==> config.mk <==
export PLATFORM = sky130hd
export DESIGN_NAME = conv2_channel_accum
export DESIGN_NICKNAME = d
export VERILOG_FILES = /design/src/rtl/conv2_pkg.sv /design/src/rtl/conv2_requant.sv /design/src/rtl/conv2_channel_accum.sv
export SDC_FILE = /design/constraint.sdc
export NUM_CORES = 1
export LEC_CHECK = 0
export ABC_AREA = 1
export BUFFER_PORTS_ARGS = -buffer_cell sky130_fd_sc_hd__buf_2
export CORE_MARGIN = 2
export CORE_UTILIZATION = 60
export DETAILED_ROUTE_END_ITERATION = 12
export PLACE_DENSITY = 0.8
export SETUP_SLACK_MARGIN = 0.2
export SYNTH_ARGS = -nofsm -noshare
export SYNTH_HDL_FRONTEND = slang
export SYNTH_SLANG_ARGS = --single-unit
==> constraint.sdc <==
create_clock -name clk -period 6.1 [get_ports clk]
set_input_delay 1.22 -clock clk [delete_from_list [all_inputs] [get_ports clk]]
set_output_delay 1.22 -clock clk [all_outputs]
set_load 0.05 [all_outputs]
==> src/rtl/conv2_pkg.sv <==
// conv2_pkg: shared state encoding and width constants for the layer-2 datapath
package conv2_pkg;
  typedef enum logic [1:0] {IDLE, ACCUM, BIAS, OUT} state_t;
  localparam int PSUM_WIDTH = 30;
  localparam int ACC_WIDTH = 35;
  localparam int OUT_WIDTH = 15;
  localparam int OUT_MAX = (1 << (OUT_WIDTH - 1)) - 1;
endpackage

==> src/rtl/conv2_requant.sv <==
// conv2_requant: ReLU, round-half-up, arithmetic right shift and saturation of a signed sum
module conv2_requant
  import conv2_pkg::*;
#(
  parameter int SUM_WIDTH = ACC_WIDTH,
  parameter int SHIFT = 8,
  parameter int Q_WIDTH = OUT_WIDTH
) (
  input  logic [SUM_WIDTH-1:0] sum,
  output logic [Q_WIDTH-1:0]   q
);
  localparam int W = SUM_WIDTH + 1;
  localparam logic [W-1:0] MAX = W'((1 << (Q_WIDTH - 1)) - 1);
  logic [W-1:0] rnd;
  // one guard bit keeps the rounding add from wrapping on the largest positive sums
  assign rnd = ({1'b0, sum} + W'(1 << (SHIFT - 1))) >> SHIFT;
  assign q = sum[SUM_WIDTH-1] ? '0 : (rnd > MAX) ? MAX[Q_WIDTH-1:0] : rnd[Q_WIDTH-1:0];
endmodule

==> src/rtl/conv2_channel_accum.sv <==
// conv2_channel_accum: sums per-channel partial sums, adds bias and requantises to a ready/valid word
module conv2_channel_accum
  import conv2_pkg::*;
#(
  parameter int PSUM_W = PSUM_WIDTH,
  parameter int ACC_W = ACC_WIDTH,
  parameter int BIAS_WIDTH = 8,
  parameter int BIAS_SHIFT = 4,
  parameter int OUT_SHIFT = 8,
  parameter int OUT_W = OUT_WIDTH,
  parameter int MAX_CH = 16
) (
  input  logic                  clk,
  input  logic                  rst_n,
  input  logic                  start,
  input  logic [4:0]            ch_num,
  input  logic [BIAS_WIDTH-1:0] bias,
  input  logic [PSUM_W-1:0]     psum_in,
  input  logic                  psum_valid,
  output logic [OUT_W-1:0]      out_data,
  output logic                  out_valid,
  input  logic                  out_ready,
  output logic                  busy,
  output logic                  err
);
  state_t state;
  logic [ACC_W-1:0] acc, psum_ext, bias_ext, sum_b;
  logic [4:0] ch_cnt, ch_tgt, tgt;
  logic [BIAS_WIDTH-1:0] bias_r;
  logic [OUT_W-1:0] q;
  assign tgt = (ch_num == 5'd0) ? 5'd1 : (ch_num > 5'(MAX_CH)) ? 5'(MAX_CH) : ch_num;
  assign psum_ext = {{(ACC_W-PSUM_W){psum_in[PSUM_W-1]}}, psum_in};
  assign bias_ext = {{(ACC_W-BIAS_WIDTH-BIAS_SHIFT){bias_r[BIAS_WIDTH-1]}}, bias_r, {BIAS_SHIFT{1'b0}}};
  assign sum_b = acc + bias_ext;
  assign busy = state != IDLE;
  conv2_requant #(.SUM_WIDTH(ACC_W), .SHIFT(OUT_SHIFT), .Q_WIDTH(OUT_W)) u_requant (
    .sum(sum_b),
    .q(q)
  );
  always_ff @(posedge clk or negedge rst_n)
    if (!rst_n) begin
      state <= IDLE;
      acc <= '0;
      ch_cnt <= '0;
      ch_tgt <= '0;
      bias_r <= '0;
      out_data <= '0;
      out_valid <= 1'b0;
      err <= 1'b0;
    end else begin
      err <= err | (psum_valid && state != ACCUM);
      case (state)
        IDLE: if (start) begin
          state <= ACCUM;
          ch_tgt <= tgt;
          bias_r <= bias;
          acc <= '0;
          ch_cnt <= '0;
          err <= psum_valid;
        end
        ACCUM: if (psum_valid) begin
          acc <= acc + psum_ext;
          ch_cnt <= ch_cnt + 5'd1;
          if (ch_cnt == ch_tgt - 5'd1) state <= BIAS;
        end
        BIAS: begin
          acc <= sum_b;
          out_data <= q;
          out_valid <= 1'b1;
          state <= OUT;
        end
        OUT: if (out_ready) begin
          out_valid <= 1'b0;
          state <= IDLE;
        end
        default: state <= IDLE;
      endcase
    end
endmodule

; ---- After elaboration in Yosys (flattened, before gate mapping)
; Index checks and enable logic that the tools add are counted.
[word_totals]
out_inout_bits = 18
reg_bits = 72
in_bits = 48
elab_cells = 56
[op_classes]
n_lt_le_gt_ge = 2
bitwise = 1
n_addsub = 5
eq_ne = 9
n_reduce_logical = 12
n_mux = 19
[ops]
columns = cell, n
row1 = 35-bit case mux with 3 select lines, 1
row2 = 35-bit adder, 2
row3 = 35-bit two-way mux, 2
row4 = 35-bit by 8-bit adder with 36-bit output (second input constant), 1
row5 = 15-bit two-way mux, 2
row6 = 28-bit by 14-bit greater-than comparator with 1-bit output (second input constant), 1
row7 = 5-bit two-way mux, 4
row8 = 5-bit case mux with 2 select lines, 1
row9 = 2-bit two-way mux, 4
row10 = 2-bit inequality test (second input constant), 4
row11 = 2-bit case mux with 4 select lines, 1
row12 = 3-bit AND reduction, 2
row13 = 2-bit nonzero test, 3
row14 = 5-bit by 1-bit adder with 5-bit output (second input constant), 1
row15 = 5-bit equality test, 1
row16 = 5-bit greater-than comparator (second input constant), 1
row17 = 5-bit logical NOT, 1
row18 = 5-bit by 1-bit subtractor with 5-bit output (second input constant), 1
row19 = 2-bit equality test (second input constant), 2
row20 = 2-bit AND reduction, 2
row21 = 4-bit AND reduction, 1
row22 = 1-bit two-way mux, 3
row23 = 3-bit nonzero test, 1
row24 = 2-bit by 1-bit equality test with 1-bit output (second input constant), 1
row25 = 5 further kinds, 5

; ---- Logic depth before layout (Yosys ltp)
; Gate-level depths: netlist of run 1.
[depth]
ltp_word = 5
ltp_mapped = 27
ltp_nobuf = 26

; ---- Cells and area by module
; From an unflattened synthesis of run 1, not the netlist that was laid out.
[unflattened]
cells_unflattened = 1490
area_unflattened_um2 = 8938.6
[by_module_without_submodules]
columns = module, n_inst, area_each_um2, seq_area_each_um2, cells_each
row1 = conv2_channel_accum, 1, 7739.9, 1801.7, 1275
row2 = conv2_requant, 1, 1198.6, 0.0, 215

; ---- Least setup slack after synthesis of run 1
; OpenSTA, ideal clock, no wires.
[synth_path]
path_kind = in2reg
start = in psum_in[0]
end = reg acc[32]
slack_ps = 2874
t_arrival_ps = 3109
required_ps = 5983
stages = 13
path_buffers = 0
cell_sequence = ha_1 -> fa_1 -> inv_1 -> o211ai_1 -> a21oi_1 -> o21ai_0 -> a21oi_1 -> o21ai_0 -> or2_2 -> nand3_1 -> nand2_1 -> nand2_1 -> nand2_1
[synth_between]
elab_chain_len = 3
[synth_rtl]
columns = item, line_no
row1 = "start, declared", conv2_channel_accum.sv:18  ; input logic [PSUM_W-1:0] psum_in,
row2 = 35-bit adder, conv2_channel_accum.sv:62  ; acc <= acc + psum_ext;
row3 = 35-bit two-way mux, conv2_channel_accum.sv:61  ; ACCUM: if (psum_valid) begin
row4 = 35-bit case mux with 3 select lines, conv2_channel_accum.sv:52  ; case (state)
row5 = "end signal, assigned", conv2_channel_accum.sv:62
row6 = "end signal, assigned", conv2_channel_accum.sv:67  ; acc <= sum_b;
row7 = "end, declared", conv2_channel_accum.sv:27  ; logic [ACC_W-1:0] acc, psum_ext, bias_ext, sum_b;
; Every way passes these cells. The select of a mux whose other input is x is not followed.
; A chain may end at the register's enable or synchronous reset.

; ---- Worst setup path after layout of run 1
[layout_path]
start = reg bias_r[7]
end = reg out_data[1]
[layout_between]
elab_chain_len = 5
[layout_rtl]
columns = item, line_no
row1 = "start, declared", conv2_channel_accum.sv:29  ; logic [BIAS_WIDTH-1:0] bias_r;
row2 = "start signal, assigned", conv2_channel_accum.sv:56  ; bias_r <= bias;
row3 = 35-bit adder *, conv2_channel_accum.sv:34  ; assign sum_b = acc + bias_ext;
row4 = 35-bit by 8-bit adder with 36-bit output, conv2_requant.sv:16  ; assign rnd = ({1'b0, sum} + W'(1 << (SHIFT - 1))) >> SHIFT;
row5 = 28-bit by 14-bit greater-than comparator with 1-bit output, conv2_requant.sv:17  ; assign q = sum[SUM_WIDTH-1] ? '0 : (rnd > MAX) ? MAX[Q_WIDTH-1:0] : rnd[Q_WIDTH-1:0];
row6 = 15-bit two-way mux, conv2_requant.sv:17
row7 = 15-bit two-way mux *, conv2_requant.sv:17
row8 = "end signal, assigned", conv2_channel_accum.sv:68  ; out_data <= q;
row9 = "end, declared", conv2_channel_accum.sv:20  ; output logic [OUT_W-1:0] out_data,
; Every way passes the cells marked *; elsewhere a longest branch is shown, timed or not.

==> impl_metrics.yaml, run 1 <==
cells_and_area:
  nets: 1595
  n_antenna_cell: 0
  drive_gt1_share_pct: 8.46
  ff_latch_area_um2: 1800
  syn_to_final_growth_pct: 9.77
  fillers: 1344
  multi_input_area_um2: 5790
pwr:
  peakVddDrop_mv: 0.373
  p_sw_w: 0.00260
  clkPwrFrac_pct: 12.6
  sw_frac_of_total_pct: 56.9
  power_frac_seq_pct: 17.8
  p_leak_nw: 5.18
  p_comb_share_pct: 69.6
  p_int_w: 0.00197
  power_density_nw_per_um2: 492
hold_path:
  hold_class: "flip-flop to flip-flop"
  min_from: "out_data[12]"
synth:
  ys_async_sr_fraction_pct: 100
  yosys_most_used_dff: "dfrtp_1"
  synth_adder_area_share_pct: 11.1
  seq_area_frac_synth_pct: 21.3
  synth_top_area_share_pct: 22.5
  synth-xor-area-share_pct: 4.43
  synth_top_area_cell: "nand2_1"
  yosys-mux-area-fraction_pct: 0.133
  synth_compound_area_share_pct: 14.2
  synthCells: 1411
  yosys_warnings: 0
  synth_seq_cells: 72
  syn_avg_cell_area_um2: 6.01
  yosys.area_share.simple_pct: 38.4
  synth_top_family_by_area: "simple AND/OR/NAND/NOR gates"
  netlist_area_um2: 8480
  synth.distinct_cells: 44
  synth_area_leaders: "nand2_1 (22%), dfrtp_1 (21%), ha_1 (11%)"
  synth.net_count: 1533
  synth_enable_flop_cells: 0
timing:
  finalWorstSetupSlack_ps: 2150
  finalCritPeriodShare_pct: 64.8
  drv_slew: 0
  clock_skew_ps: 9.61
  rsz0062_at_grt: "false"
  hold_viol: 0
  max_freq_mhz: 253
  setup_viol: 0
  slew_headroom_pct: 36.9
  tightest_slew_ps: 947
  setup_tns_ps: 0
  finalWorstPathRequiredPeriod_ps: 3950
die:
  initial_core_util_pct: 61.3
  die_height_um: 123
  chipWidth_um: 123
  ios: 66
  dieArea_um2: 15100
  design.core.area_um2: 13800
  row_count: 43
clocking:
  post_cts_buffers: 0
  cts_made_buffers: 9
  cts_tree: "built"
  post_cts_resized: 0
  htreeDepth: 3
  cts_hold_buffers: 0
  cts_root_buf: "clkbuf_16"
  clockBufferDepth: 2
  clk_latency_ps: 350
  clk_pin_slew_ps: 60
  clock_sinks: 72
worst_setup_path:
  cp-end-kind: "flip-flop"
  start_kind: "flip-flop"
  crit_start: "bias_r[7]"
  crit_fanout: 25
  critical_path_required_ps: 6340
  path_class: "flip-flop to flip-flop"
  r2r_start: "bias_r[7]"
  worstPathArrival_ps: 4190
placed_design:
  io_buffers: 65
  gp_congestion: 1.01
  hpwl_mm: 20.6
  pre_cts_slack_ps: 2240
detailed_routing:
  drt_pre_antenna_iters: 5
  drc_errors: 0
  detail-route-antenna-nets: 0
  wl_per_cell_um: 15.4
  routed_wl_mm: 25.5
  via_count: 9266
  viasPerCell: 5.59
  drt_iter0_drc: 855
flow_run:
  maxCapViolCount: 0
global_routing:
  grt_pass1_vias: 8203
  grt_overflow_total: 0
  use_met2_pct: 52.7
  grt_max_degree: 73
  use_met3_pct: 6.18
  grt_busiest_layer: "met2"
  grt_pass1_wl_mm: 40.6
  grt.met1_usage_pct: 52.0
  grtUsageTotal_pct: 35.1
  antenna_found_initial: 0
status:
  status: "complete, no violations"
-- critical path, stage by stage (launching register included) --
cell	delay (ps)
dfrtp_1	740
ha_1	590
nand2_1	130
nor2_1	170
inv_1	100
nor2_1	160
nand3_1	170
nand3_1	150
nand2_1	60
nand2_1	190
nand2_1	130
inv_2	100
nand2_1	60
nor2_1	130
nand2_1	80
nand2_1	60
nand2_1	60
clkinv_1	50
nand3_2	70
nor2_4	320
nand3_1	140
nand2_1	90
nand2_1	50
-- path summary, 6_finish.rpt --
check                                to  slack (ps)  cells past startpoint
min in group asynchronous     ch_tgt[3]        1000                      1
max in group asynchronous       acc[25]        4490                      1
hold / removal             out_data[12]         480                      2
setup / recovery            out_data[1]        2150                     22
hold reg to reg            out_data[12]         480                      2
setup reg to reg            out_data[1]        2150                     22
-- routing by layer --
metal / wire length (um) / share of wire [%] / vias up
met3: 2030 / 7.9 / 35
met2: 10800 / 42 / 352
li1: - / - / 4665
met4: 516 / 2.0 / 0
met5: 0 / 0 / -
met1: 12200 / 48 / 4214
-- synthesized netlist by cell type (7+ instances only) --
| cell | n |
|---|---|
| nand2_1 | 508 |
| inv_1 | 201 |
| nor2_1 | 115 |
| nand3_1 | 95 |
| a21oi_1 | 74 |
| dfrtp_1 | 72 |
| ha_1 | 72 |
| o21ai_0 | 65 |
| xor2_1 | 28 |
| a22o_1 | 21 |
| clkbuf_1 | 17 |
| o22ai_1 | 16 |
| nand4_1 | 15 |
| xnor2_1 | 13 |
| nor3_1 | 10 |
| inv_2 | 8 |
| nand2_2 | 8 |
| nor2_2 | 7 |
-- layout make-up --
type | count | share of cell area (%)
clock inverters | 6 | 0.995
flip-flops and latches | 72 | 19.4
well taps | 180 | 2.42
clock buffers | 9 | 2.42
inverters | 215 | 8.67
multi-input cells | 1105 | 62.2
repair buffers | 70 | 3.93
-- power groups by stage --
stage | registers [W] | clock network (W) | logic (W)
floorplan | 0.000942 | 0 | 0.00215
global placement | 0.000811 | 0 | 0.00306
detailed placement | 0.000812 | 0 | 0.00309
CTS | 0.000810 | 0.000581 | 0.00312
global route | 0.000832 | 0.000603 | 0.00352
finish | 0.000816 | 0.000577 | 0.00318
-- placed cells by master (no fill, tap or decap), types with 2 or more instances in the layout --
master,netlist,final
xnor2_1,13,13
xor2_1,28,28
nor2_4,6,6
nand2_1,508,508
nor2_1,115,114
clkinvlp_4,0,2
a22o_1,21,21
inv_2,8,8
fa_1,2,2
clkbuf_16,0,9
a21boi_0,3,3
nand4_1,15,15
nand3_2,6,6
buf_2,0,64
or2_2,2,2
nor4_1,2,2
o21a_1,3,3
o21bai_1,4,4
o22ai_1,16,16
a21o_1,5,5
bufinv_16,0,2
a31oi_1,5,5
nor3_1,10,10
ha_1,72,72
nor2_2,7,8
buf_4,1,6
and2_1,6,6
a21oi_1,74,74
a211oi_1,2,2
inv_1,201,201
dfrtp_1,72,72
o21ai_0,65,65
nand3_1,95,95
o211ai_1,2,2
clkinv_1,6,6
nand2_2,8,8
-- cells by family after synthesis --
family / Yosys count
and+or+nand+nor: 782
buffers and inverters: 234
AOI/OAI and AO/OA: 206
adders and majority gates: 74
DFF: 72
xor gates and xnor gates: 42
muxes: 1
-- state kept, by name (all words and copies together) (netlist names) --
signal	cells
acc	35
out_data	15
bias_r	8
ch_cnt	5
ch_tgt	5
state	2
err	1
out_valid	1
-- through the flow --
stage / power [W] / util, % / instances / cell area (um2) / hold slack, ps
2_1_floorplan: 0.00310 / - / 1411 / 8480 / 453
3_5_place_dp: 0.00391 / 65.0 / 1642 / 8990 / 460
3_3_place_gp: 0.00387 / 65.0 / 1642 / 8990 / 459
6_report: 0.00458 / 67.3 / 1657 / 9300 / 479
5_1_grt: 0.00495 / 67.3 / 1657 / 9300 / 493
4_1_cts: 0.00451 / 67.3 / 1657 / 9300 / 483
(Power assumes the default switching activity.)
==> run 2: changes to the inputs <==
--- a/config.mk
+++ b/config.mk
@@ -8,9 +8,9 @@
 export ABC_AREA = 1
 export BUFFER_PORTS_ARGS = -buffer_cell sky130_fd_sc_hd__buf_2
 export CORE_MARGIN = 2
-export CORE_UTILIZATION = 60
+export CORE_UTILIZATION = 56
 export DETAILED_ROUTE_END_ITERATION = 12
-export PLACE_DENSITY = 0.8
+export PLACE_DENSITY = 0.78
 export SETUP_SLACK_MARGIN = 0.2
 export SYNTH_ARGS = -nofsm -noshare
 export SYNTH_HDL_FRONTEND = slang
==> constraint.sdc (replaced) <==
create_clock -name clk -period 3.5 [get_ports clk]
set_input_delay 0.7 -clock clk [delete_from_list [all_inputs] [get_ports clk]]
set_output_delay 0.7 -clock clk [all_outputs]
set_load 0.05 [all_outputs]
==> run 2 against run 1 <==
Wire length is 16% higher. Highest routed layer unchanged. Critical path depth up 3. Die area grew 6.9%. Largest power group unchanged.
==> impl_metrics.yaml, run 2 (synthesis gave the netlist of run 1 again) <==
status:
  status: "complete, no violations"
worst_setup_path:
  r2r_start: "bias_r[7]"
  start_kind: "flip-flop"
  critical_path_required_ps: 3740
  ff2ff_path_depth: 25
  worstPathArrival_ps: 3710
  cp-end-kind: "flip-flop"
  crit_fanout: 7
  r2r_slack_ps: 30
  r2r-end: "out_data[11]"
  path_class: "flip-flop to flip-flop"
placed_design:
  place_inst: 1663
  hpwl_mm: 21.4
  io_buffers: 65
  pre_cts_slack_ps: 39.5
  gp_congestion: 0.989
clocking:
  clk_pin_slew_ps: 60
  cts_hold_buffers: 0
  htreeDepth: 3
  clockBufferDepth: 2
  cts_made_buffers: 9
  clk_latency_ps: 350
  cts_tree: "built"
  clock_sinks: 72
  cts_root_buf: "clkbuf_16"
detailed_routing:
  viasPerCell: 5.78
  wl_per_cell_um: 17.4
  drt_iter0_drc: 978
  routed_wl_mm: 29.7
  via_count: 9887
  detail-route-antenna-nets: 0
  drt_pre_antenna_iters: 9
  drc_errors: 0
timing:
  drv_slew: 0
  setup_viol: 0
  finalWorstPathRequiredPeriod_ps: 3470
  max_freq_mhz: 288
  rsz0062_at_grt: "true"
  hold_viol: 0
  whs_ps: 482
  finalCritPeriodShare_pct: 99.1
  slew_headroom_pct: 36.2
  clock_skew_ps: 10.9
  finalWorstSetupSlack_ps: 32.1
  tightest_slew_ps: 951
cells_and_area:
  syn_to_final_growth_pct: 24.9
  top_register: "acc"
  reg.largest.list: "acc (35), out_data (15), bias_r (8)"
  fin_cells: 1710
  nets: 1644
  n_antenna_cell: 0
  largest_register_ffs: 35
  final_common_cell: "nand2_1"
  mostFrequentLayoutCells: "nand2_1 (440), inv_1 (191), nand3_1 (84)"
  drive_gt1_share_pct: 22.3
die:
  chipWidth_um: 127
  dieArea_um2: 16100
  row_count: 44
  ios: 66
  initial_core_util_pct: 57.9
  die_height_um: 127
  design.core.area_um2: 14600
hold_path:
  min_from: "out_data[8]"
  holdPathStages: 2
  holdPathEnd: "out_data[8]"
  hold_class: "flip-flop to flip-flop"
global_routing:
  grt_overflow_total: 0
  grt_max_degree: 73
  antenna_found_initial: 0
  grtUsageTotal_pct: 33.9
  grt_pass1_wl_mm: 43.1
  grt_pass1_vias: 8648
pwr:
  peakVddDrop_mv: 0.734
  p_leak_nw: 5.52
  power_density_nw_per_um2: 892
flow_run:
  maxCapViolCount: 0
[run 2: cell count changes in the layout (fill, tap and decap cells not counted), sizes merged]
cell	before	now
clkinvlp	2	1
buf	70	116
clkinv	7	9
bufinv	2	1
clkbuf	9	12
[run 2: critical path: stages (launching register included)]
cell       delay (ps)
dfrtp_2           500
clkbuf_16         210
ha_4              270
nand2_2           120
inv_1              70
nand2_1            90
nand2_1           100
inv_1             100
nand2_2            80
inv_1             120
nand2_1           110
nand2_1           100
nand2_1           150
nor2_2            160
nand2_2           100
nor2_4            190
nand2_1            80
nand2_1            50
nand2_1            50
clkinv_1           50
nand3_2            90
nor2_4            190
clkbuf_16         180
nand3_1            70
nand2_1            70
nand2_1            50
[run 2: worst max path at each step]
stage | startpoint | to
finish | bias_r[7] | out_data[11]
floorplan | bias_r[7] | out_data[3]
CTS | acc[4] | out_data[6]
detailed placement | acc[4] | out_data[1]
global route | bias_r[7] | out_data[3]
global placement | bias_r[7] | out_data[3]
[run 2: cell type report]
| type | instances | area [um2] |
|---|---|---|
| timing repair buffer | 119 | 831 |
| fill | 1208 | 4060 |
| clock inverter | 6 | 68.8 |
| inverter | 215 | 807 |
| multi-input combinational | 1105 | 6620 |
| clock buffer | 9 | 225 |
| tap | 184 | 230 |
| sequential | 72 | 1800 |
[run 2: timing repair]
action                     4_1_cts  5_1_grt
pin swaps                        4       29
setup endpoints to repair       14       14
cloned                           0        4
buffers inserted                 6       22
gates resized for setup         28      191
[run 2: power by group]
part / switching, W / internal [W] / total (W) / leakage (nW)
registers: 0.000330 / 0.00113 / 0.00146 / 0.931
logic: 0.00462 / 0.00244 / 0.00705 / 4.45
clock network: 0.000384 / 0.000551 / 0.000935 / 0.142
[run 2: through the flow]
| step | util [%] | total power (W) | setup TNS, ps | instance area (um2) |
|---|---|---|---|---|
| after CTS | 65.4 | 0.00813 | 0 | 9580 |
| after detailed placement | 62.5 | 0.00704 | 0 | 9160 |
| after global placement | 62.5 | 0.00701 | 0 | 9160 |
| after global routing | 72.3 | 0.0101 | -180 | 10600 |
| final | 72.3 | 0.00945 | 0 | 10600 |
| after floorplan | - | 0.00539 | 0 | 8480 |
[run 2: routing by layer]
layer / up-vias / part of all wire, % / GRT usage (%)
li1: 4740 / - / -
met1: 4545 / 43 / 49.5
met2: 529 / 45 / 53.1
met3: 73 / 9.4 / 4.15
met4: 0 / 2.9 / 9.83
met5: - / 0 / 0
==> run 3: changes to the inputs <==
--- a/config.mk
+++ b/config.mk
@@ -8,9 +8,8 @@
 export ABC_AREA = 1
 export BUFFER_PORTS_ARGS = -buffer_cell sky130_fd_sc_hd__buf_2
 export CORE_MARGIN = 2
-export CORE_UTILIZATION = 56
+export CORE_UTILIZATION = 30
 export DETAILED_ROUTE_END_ITERATION = 12
-export PLACE_DENSITY = 0.78
 export SETUP_SLACK_MARGIN = 0.2
 export SYNTH_ARGS = -nofsm -noshare
 export SYNTH_HDL_FRONTEND = slang
==> run 3 against run 2 <==
Utilization is 33 points lower. Flip-flop and latch count did not move. Die area rose by 84%. Critical endpoint unchanged. Sequential share of layout area fell by 0.37 points. Clock-buffer cell count did not move. Critical path type unchanged. Non-clock buffer count rose by 2. Worst hold slack got worse by 4.3 ps. Clock power grew 11%.
==> impl_metrics.yaml, run 3 (synthesis gave the netlist of run 1 again) <==
clocking:
  cts_root_buf: "clkbuf_16"
  cts_tree: "built"
  htreeDepth: 3
  cts_made_buffers: 9
  clockBufferDepth: 2
  clk_latency_ps: 360
  clock_sinks: 72
  clk_pin_slew_ps: 60
global_routing:
  grtUsageTotal_pct: 19.9
  antenna_found_initial: 0
  grt_overflow_total: 0
  grt_pass1_vias: 8770
  use_met3_pct: 2.31
  grt_busiest_layer: "met2"
  grt_pass1_wl_mm: 45.5
  grt.met1_usage_pct: 27.2
  grt_max_degree: 73
  use_met2_pct: 32.8
status:
  status: "complete, no violations"
die:
  initial_core_util_pct: 30.5
  chipWidth_um: 172
  design.core.area_um2: 27800
  row_count: 61
  dieArea_um2: 29600
  die_height_um: 172
  ios: 66
timing:
  finalWorstPathRequiredPeriod_ps: 3390
  slew_headroom_pct: 35.6
  finalCritPeriodShare_pct: 96.9
  max_freq_mhz: 295
  tightest_slew_ps: 966
  clock_skew_ps: 8.73
  hold_viol: 0
  rsz0062_at_grt: "true"
  setup_viol: 0
  finalWorstSetupSlack_ps: 108
  drv_slew: 0
  setup_tns_ps: 0
cells_and_area:
  nets: 1646
  reg.largest.list: "acc (35), out_data (15), bias_r (8)"
  final_area_um2: 10800
  fillers: 3008
  drive_gt1_share_pct: 21.4
  n_antenna_cell: 0
  mostFrequentLayoutCells: "nand2_1 (452), inv_1 (194), nand3_1 (82)"
  syn_to_final_growth_pct: 27.7
  largest_register_ffs: 35
  final_common_cell: "nand2_1"
  top_register: "acc"
pwr:
  power_density_nw_per_um2: 870
  power_w: 0.00942
  peakVddDrop_mv: 0.614
  p_leak_nw: 5.53
detailed_routing:
  drt_iter0_drc: 524
  routed_wl_mm: 29.8
  detail-route-antenna-nets: 0
  viasPerCell: 4.91
  drt_pre_antenna_iters: 5
  drc_errors: 0
  wl_per_cell_um: 15.6
  via_count: 9372
worst_setup_path:
  crit_path_frequent_cell: "nand2_1"
  critical_path_required_ps: 3750
  slowest_delay_ps: 510
  r2r_slack_ps: 110
  crit_fanout: 7
  path_cells: "buf_4 -> ha_4 -> nand2_2 -> nor2_4 -> and2_1 -> nand2_1 -> nand3_1 -> nand2_2 -> nor2_2 -> nand2_1 -> nor2_4 -> nand3_1 -> nand2_1 -> nand2_1 -> nor2_1 -> nand2_1 -> nor2_4 -> clkbuf_16 -> nand3_1 -> nand2_1 -> nand2_1"
  path_class: "flip-flop to flip-flop"
  cp-end-kind: "flip-flop"
  worstPathArrival_ps: 3640
  critPathSlowestCell: "dfrtp_2"
  start_kind: "flip-flop"
placed_design:
  dpl_cell_area_um2: 9480
  gp_congestion: 0.937
  pre_cts_slack_ps: -162
  io_buffers: 65
  hpwl_mm: 23.1
flow_run:
  maxCapViolCount: 0
hold_path:
  hold_class: "flip-flop to flip-flop"
[run 3: critical path, delay by kind of cell, from the launching register on]
family        cells  cell delay (ps)
fa+ha+maj         1              320
buf+inv           2              390
flops             1              510
simple gates     18             2070
[run 3: final timing paths]
check / startpoint / endpoint / cells after the start
max in group asynchronous: rst_n / bias_r[7] / 1
setup reg to reg: bias_r[7] / out_data[11] / 21
setup / recovery: bias_r[7] / out_data[11] / 21
hold reg to reg: out_data[12] / out_data[12] / 2
min in group asynchronous: rst_n / ch_tgt[1] / 1
hold / removal: out_data[12] / out_data[12] / 2
[run 3: power by group]
group          leakage (nW)  internal, W  total [W]  switching [W]
sequential            0.931      0.00113    0.00143       0.000298
combinational          4.44      0.00246    0.00694        0.00448
clock                 0.157     0.000632    0.00104       0.000413
[run 3: layout make-up]
type | count | area, um2 | share of cell area, %
multi-input combinational | 1105 | 6570 | 60.7
sequential | 72 | 1800 | 16.7
timing repair buffer | 121 | 842 | 7.78
inverter | 215 | 807 | 7.46
tap | 378 | 473 | 4.37
clock buffer | 9 | 225 | 2.08
clock inverter | 7 | 103 | 0.948
[run 3: per-stage QoR]
| stage | util (%) | hold slack [ps] | std cells |
|---|---|---|---|
| global route | 39.0 | 507 | 1907 |
| CTS | 36.5 | 483 | 1891 |
| detailed placement | 34.1 | 460 | 1870 |
| finish | 39.0 | 477 | 1907 |
| floorplan | - | 404 | 1411 |
| global placement | 34.1 | 461 | 1870 |
[run 3: per-layer routing]
metal  routed length (um)  part of all wire (%)
met1                13800                    46
met2                13900                    47
met3                 1320                   4.4
met4                  705                   2.4
met5                    0                     0
[run 3: timing repair]
action	in CTS	in global routing
pin swaps	8	38
gates cloned	0	3
endpoints found under the setup margin	14	14
hold buffers	0	0
buffers inserted	5	13
gates resized for setup	59	136
